## src/rtl/parity_serial_receiver.sv

```systemverilog
// ---------------------------------------------------------------------------
// parity_serial_receiver
//   Deserialises one framed word from a single-wire line, checks its parity
//   and presents the word in parallel with status flags.
//   Frame: idle high, start(0), DATA_BITS data bits LSB first, parity, stop(1).
//
// Parameters
//   CLKS_PER_BIT  clock cycles per serial bit (even, >= 4)
//   DATA_BITS     data bits per frame (1..8)
//   PARITY_ODD    0: data+parity has an even number of ones, 1: odd
//
// Ports
//   clock       system clock, rising edge
//   reset       asynchronous, active-high; clears all state
//   rx          serial line, asynchronous to clock
//   data_out    last received word, LSB = first data bit
//   rx_done     one-cycle pulse: frame complete, data_out/flags updated
//   parity_err  parity mismatch on last frame
//   frame_err   stop bit sampled low on last frame
//   busy        high whenever the receiver is not idle
// ---------------------------------------------------------------------------
module parity_serial_receiver #(
  parameter int CLKS_PER_BIT = 16,
  parameter int DATA_BITS    = 8,
  parameter int PARITY_ODD   = 0
) (
  input  logic                 clock,
  input  logic                 reset,
  input  logic                 rx,
  output logic [DATA_BITS-1:0] data_out,
  output logic                 rx_done,
  output logic                 parity_err,
  output logic                 frame_err,
  output logic                 busy
);

  localparam int CW = (CLKS_PER_BIT > 2) ? $clog2(CLKS_PER_BIT) : 1;
  localparam int IW = (DATA_BITS > 1) ? $clog2(DATA_BITS) : 1;

  localparam logic [CW-1:0] HALF_M1  = CW'(CLKS_PER_BIT / 2 - 1);
  localparam logic [CW-1:0] FULL_M1  = CW'(CLKS_PER_BIT - 1);
  localparam logic [IW-1:0] LAST_IDX = IW'(DATA_BITS - 1);
  localparam logic          ODD      = (PARITY_ODD != 0);

  typedef enum logic [2:0] {
    IDLE      = 3'd0,
    START     = 3'd1,
    DATA      = 3'd2,
    PARITY    = 3'd3,
    STOP      = 3'd4,
    WAIT_IDLE = 3'd5
  } state_t;

  state_t state, state_nxt;

  logic                 rx_meta, rx_s;
  logic [CW-1:0]        cnt;
  logic [IW-1:0]        bit_idx;
  logic [DATA_BITS-1:0] shift_q;
  logic                 pbit_q;

  logic                 mid_hit, end_hit;
  logic                 sample;     // any sampling point this cycle
  logic                 shift_en;   // capture a data bit
  logic                 pbit_en;    // capture the parity bit
  logic                 stop_en;    // capture the stop bit and publish

  // shift right, newest bit enters at the MSB; the extra bit keeps the
  // slice legal when DATA_BITS == 1
  logic [DATA_BITS:0]   shift_ext;

  assign mid_hit   = (cnt == HALF_M1);
  assign end_hit   = (cnt == FULL_M1);
  assign shift_ext = {rx_s, shift_q};

  // -------------------------------------------------------------------------
  // Two-flop synchroniser; resets to the idle (high) line level so a reset
  // never looks like a start bit.
  // -------------------------------------------------------------------------
  always_ff @(posedge clock or posedge reset) begin
    if (reset) begin
      rx_meta <= 1'b1;
      rx_s    <= 1'b1;
    end else begin
      rx_meta <= rx;
      rx_s    <= rx_meta;
    end
  end

  // -------------------------------------------------------------------------
  // FSM: state register
  // -------------------------------------------------------------------------
  always_ff @(posedge clock or posedge reset) begin
    if (reset) state <= IDLE;
    else       state <= state_nxt;
  end

  // -------------------------------------------------------------------------
  // FSM: next state
  // -------------------------------------------------------------------------
  always_comb begin
    state_nxt = state;
    case (state)
      IDLE:      if (!rx_s) state_nxt = START;
      // mid-bit recheck rejects glitches shorter than half a bit
      START:     if (mid_hit) state_nxt = rx_s ? IDLE : DATA;
      DATA:      if (end_hit && (bit_idx == LAST_IDX)) state_nxt = PARITY;
      PARITY:    if (end_hit) state_nxt = STOP;
      // a line still low after the stop bit must return high before a new
      // start can be recognised
      STOP:      if (end_hit) state_nxt = rx_s ? IDLE : WAIT_IDLE;
      WAIT_IDLE: if (rx_s) state_nxt = IDLE;
      default:   state_nxt = IDLE;
    endcase
  end

  // -------------------------------------------------------------------------
  // FSM: outputs / strobes
  // -------------------------------------------------------------------------
  always_comb begin
    busy     = (state != IDLE);
    shift_en = 1'b0;
    pbit_en  = 1'b0;
    stop_en  = 1'b0;
    sample   = 1'b0;
    case (state)
      START:  sample = mid_hit;
      DATA:   begin sample = end_hit; shift_en = end_hit; end
      PARITY: begin sample = end_hit; pbit_en  = end_hit; end
      STOP:   begin sample = end_hit; stop_en  = end_hit; end
      default: ;
    endcase
  end

  // -------------------------------------------------------------------------
  // Bit-period counter: restarts on every state change and after each sample
  // so every bit period is measured from the previous sampling point.
  // -------------------------------------------------------------------------
  always_ff @(posedge clock or posedge reset) begin
    if (reset) begin
      cnt <= '0;
    end else if ((state_nxt != state) || sample) begin
      cnt <= '0;
    end else if ((state == START) || (state == DATA) ||
                 (state == PARITY) || (state == STOP)) begin
      cnt <= cnt + CW'(1);
    end else begin
      cnt <= '0;
    end
  end

  // -------------------------------------------------------------------------
  // Datapath capture
  // -------------------------------------------------------------------------
  always_ff @(posedge clock or posedge reset) begin
    if (reset) begin
      bit_idx <= '0;
      shift_q <= '0;
      pbit_q  <= 1'b0;
    end else begin
      if (state == START) bit_idx <= '0;
      if (shift_en) begin
        shift_q <= shift_ext[DATA_BITS:1];
        bit_idx <= bit_idx + IW'(1);
      end
      if (pbit_en) pbit_q <= rx_s;
    end
  end

  // -------------------------------------------------------------------------
  // Published results: only change on the rx_done edge, then hold.
  // -------------------------------------------------------------------------
  always_ff @(posedge clock or posedge reset) begin
    if (reset) begin
      data_out   <= '0;
      rx_done    <= 1'b0;
      parity_err <= 1'b0;
      frame_err  <= 1'b0;
    end else begin
      rx_done <= stop_en;
      if (stop_en) begin
        data_out   <= shift_q;
        parity_err <= ((^shift_q) ^ pbit_q) != ODD;
        frame_err  <= ~rx_s;
      end
    end
  end

endmodule

```

## config.mk

```make
export PLATFORM = sky130hd
export DESIGN_NAME = parity_serial_receiver
export DESIGN_NICKNAME = d
export VERILOG_FILES = /design/src/rtl/parity_serial_receiver.sv
export SDC_FILE = /design/constraint.sdc
export NUM_CORES = 1
export LEC_CHECK = 0
export ABC_AREA = 1
export CAP_MARGIN = 20
export CORE_MARGIN = 8
export CORE_UTILIZATION = 50
export CTS_CLUSTER_DIAMETER = 30
export DETAILED_ROUTE_END_ITERATION = 8
export GPL_TIMING_DRIVEN = 0
export HOLD_SLACK_MARGIN = 0.08
export PLACE_DENSITY = 0.75
export SYNTH_ARGS = -nofsm -noshare
export SYNTH_HDL_FRONTEND = slang
export SYNTH_SLANG_ARGS = --single-unit
```

## constraint.sdc

```tcl
create_clock -name clock -period 1.3 [get_ports clock]
set_input_delay 0.39 -clock clock [delete_from_list [all_inputs] [get_ports clock]]
set_output_delay 0.39 -clock clock [all_outputs]
set_load 0.005 [all_outputs]
```

### Word-level counts from Yosys, hierarchy flattened

Index checks and enable logic that the tools add are counted.

| storage, ports and cells | value |
|---|---|
| flip-flop bits (word level) | 32 |
| bits of input ports | 3 |
| word-level logic and storage cells | 51 |

| operators by class | value |
|---|---|
| add/sub/neg operators | 2 |
| eq/ne operators | 9 |
| muxes and demuxes | 17 |
| bitwise logic cells | 2 |
| reductions and logical operators | 10 |

Operators by type and width:

| kind | count |
|---|---|
| $mux 3 | 9 |
| $pmux 3 s6 | 1 |
| $eq 3x3->1 const B | 3 |
| $mux 4 | 2 |
| $reduce_xor 8->1 | 1 |
| $eq 3x2->1 const B | 2 |
| $add 4x1->4 const B | 1 |
| $eq 4x3->1 const B | 1 |
| $eq 4x4->1 const B | 1 |
| $logic_or 1x1->1 | 4 |
| $add 3x1->3 const B | 1 |
| $eq 3x1->1 const B | 1 |
| $logic_not 3->1 | 1 |
| $mux 1 | 3 |
| $ne 3x3->1 | 1 |
| $reduce_bool 3->1 | 1 |
| $reduce_or 3->1 | 1 |
| $mux 2 | 1 |
| $pmux 1 s2 | 1 |
| $reduce_bool 2->1 | 1 |
| $logic_and 1x1->1 | 1 |
| $not 1->1 | 1 |
| $xor 1x1->1 | 1 |

### Depth between registers and ports, before layout

| depth | value |
|---|---|
| depth after elaboration | 7 |
| mapped depth | 10 |
| depth with buffers taken out | 10 |

### Least setup slack after synthesis

No wires, ideal clock.

| path | value |
|---|---|
| path type | register to register |
| start point | register cnt[0] |
| end point | register cnt[3] |
| data arrival time | 1.242 ns |
| setup slack | -0.057 ns |
| cell stages (with the launch flop) | 10 |
| buffers on the path | 0 |
| cell sequence | dfrtp_1 -> ha_1 -> nand2_2 -> nor2_1 -> nor2_1 -> nor2_4 -> nand4_2 -> nand2_1 -> nand2_2 -> nor2_1 |

| between the ends | value |
|---|---|
| longest elaborated chain between the ends | 7 |

Ends and longest elaborated chain:

| item | line | RTL |
|---|---|---|
| from (decl) | 57 | `logic [CW-1:0] cnt;` |
| from (signal assigned) | 146 | `cnt <= cnt + CW'(1);` |
| $eq 4x4->1 | 73 | `assign end_hit = (cnt == FULL_M1);` |
| $logic_and 1x1->1 | 107 | `DATA: if (end_hit && (bit_idx == LAST_IDX)) state_nxt = PARITY;` |
| $mux 3 | 107 |  |
| $pmux 3 s6 * | 103 | `case (state)` |
| via state_nxt[0] | 54 | `state_t state, state_nxt;` |
| $ne 3x3->1 * | 142 | `end else if ((state_nxt != state) \|\| sample) begin` |
| $logic_or 1x1->1 * | 142 |  |
| $mux 4 * | 142 |  |

The timed path passes the listed nets; every way through them passes the cells marked *.
A chain may end at the register's enable or synchronous reset.

### Worst setup path after layout

| path | value |
|---|---|
| start point | register state[1] |
| end point | register cnt[1] |

RTL lines:

| item | line | RTL |
|---|---|---|
| from (decl) | 54 |  |
| from (signal assigned) | 95 | `else state <= state_nxt;` |
| $eq 3x3->1 (tied with other cells) | 103 |  |
| $pmux 3 s6 * | 103 |  |
| via state_nxt[0] | 54 |  |
| $ne 3x3->1 * | 142 |  |
| $logic_or 1x1->1 * | 142 |  |
| $mux 4 * | 142 |  |

Marked as above.

==> flow_summary.ini <==
[synthesis]
ys_seq_area_share_pct = 51.3
syn-instance-count = 183
avgSynthCellArea_um2 = 8.56
ys_warn_count = 0
ys_seq_elements = 32
syn_nets = 189
syn-cell-area_um2 = 1570
synthDistinctLibCells = 24

[power_and_ir_drop]
ir_drop_mv = 0.881
p_per_area_nw_per_um2 = 1270
p_leak_nw = 1.12

[timing]
final_hold_viol_count = 0
worst-slew-pin-transition_ps = 401
fin_crit_sh_pct = 112
slew_viol_final = 0
rsz0062_at_grt = true
fin_crit_ps = 1460
finClkSkew_ps = 2.18
fin_setup_tns_ps = -2100
max_clock_freq_mhz = 686
max-slew-margin-rel_pct = 73.2
fin_ws_ps = -158
setup_viol = 22

[setup_path]
setup.worst_path.class = flop to flop
worstPathRequired_ps = 1550
cp_max_fo = 6
arrival_ps = 1710
start_kind = flop
endpoint_kind = flop

[grt]
grt_first_pass_wirelength_mm = 5.89
antenna_found_initial = 0
grt_pass1_vias = 1332
grt_max_degree = 26
globalRouteTotalUtil_pct = 14.7
overflow = 0

[cts]
postCtsHoldBufs = 0
cts_buffers = 5
clockBufferDepth = 2
path_clk_slew_ps = 100
clock_latency_ps = 340
cts.sinks = 32
htreeDepth = 2
cts_tree = done
root_buffer = clkbuf_4

[final_layout]
drive_gt1_share_pct = 40.6
nFillCells = 238
num_antenna_cells = 0
seqCellArea_um2 = 806
layout.nets = 229
final_cell_area_um2 = 2070
layout_commonest_cell = nand2_1
area_growth_pct = 32.3
multi_input_area_um2 = 798
layout_common_cells = nand2_1, dfrtp_1, nand2_2

[status]
status = complete, but fails checks
violations = setup timing

[floorplanning]
dieHeight_um = 72.0
dieArea_um2 = 5180
rows = 20
core_um2 = 3030
die_w_um = 72.0
io_pins = 15
initial_utilization_pct = 51.7

[routing]
viasPerCell = 4.91
dr.first_iter.drc_count = 66
route.detailed.drc = 0
dr.pass1.iters = 4
antenna_left = 0
drt-total-wl_mm = 3.43
wire_per_inst_um = 12.8
via_count = 1316

[place]
gp_congestion = 0.823
io_buffers = 14
placed_area_um2 = 1810
dpl.hpwl_mm = 2.27

[min_path]
hold_path_class = input pin to asynchronous set/reset pin

[run]
maxCapViolCount = 0
flip-flops by register name, indices dropped and copies added (netlist names):
name,flops
data_out,8
shift_q,8
state,3
rx_meta,1
rx_done,1
cnt,4
rx_s,1
bit_idx,3
pbit_q,1
frame_err,1
parity_err,1
cell usage after synthesis, drive strengths merged:
cell	count	area share, %
nand2	69	17
dfrtp	30	48
nor2	20	7.4
nand3	16	5.8
inv	15	3.6
o21ai	14	4.5
ha	3	2.4
xnor2	3	1.7
buf	2	1.4
dfstp	2	3.4
nand3b	2	0.96
nand4	2	1.2
xor2	2	1.1
a21oi	1	0.32
and3b	1	0.56
o211ai	1	0.48
power breakdown:
part	leakage (nW)	switching [mW]	internal (mW)
clock	0.0380	0.357	0.257
sequential	0.432	0.0853	1.07
combinational	0.649	0.500	0.354
total	1.12	0.942	1.68
cell families after synthesis:
kind of cell	after synthesis	synth area share [%]
compound gates	16	5.27
xor+xnor	5	2.80
fa+ha+maj	3	2.40
buf+inv	17	5.03
flops	32	51.3
simple gates	110	33.2
worst max-delay path: stages (launching register included):
cell and delay [ps]:
dfrtp_2 440, buf_4 160, inv_2 70, nand2_1 90, nor2_4 140, nand3_1 130
nand4_2 140, nand2_1 70, nand2_2 80, nor2_1 40
repair_timing:
action,CTS,global route
setup endpoints to repair,36,33
setup buffers,10,6
resized for setup,84,12
pin swaps,12,2
gates cloned,2,0
stage by stage:
stage	worst slack (ps)	instances	utilization, %	power (mW)	hold WS (ps)
finish	-158	268	68.5	2.63	315
global route	-246	268	68.5	2.79	346
CTS	-161	262	65.9	2.58	316
detailed placement	-223	242	59.7	1.82	350
global placement	-498	241	58.8	1.79	347
floorplan	-6.24	183	-	1.67	345
layout make-up:
cell class	instances	share of cell area [%]
clock inverters	2	0.483
flip-flops and latches	32	38.9
clock buffers	6	2.47
inverters	15	3.08
well taps	44	2.66
plain buffers	2	1.09
multi-input cells	134	38.5
repair buffers	33	12.9
per-layer routing:
layer	vias up	global-route usage, %	wire length (um)
met1	615	15.9	1450
met5	-	0	0
met2	25	24.3	1720
li1	668	-	-
met3	8	6.20	184
met4	0	6.80	70
final timing paths:
path	start	to	slack, ps	depth (start not counted)
worst max-delay path	state[1]$_DFF_PP0_	cnt[1]$_DFF_PP0_	-160	9
worst min-delay path	reset	cnt[0]$_DFF_PP0_	310	2
worst max register to register	state[1]$_DFF_PP0_	cnt[1]$_DFF_PP0_	-160	9
worst min register to register	rx_meta$_DFF_PP1_	rx_s$_DFF_PP1_	360	0
max in group asynchronous	reset	rx_meta$_DFF_PP1_	460	3
min in group clock	rx_meta$_DFF_PP1_	rx_s$_DFF_PP1_	360	0
(Power assumes the default switching activity.)
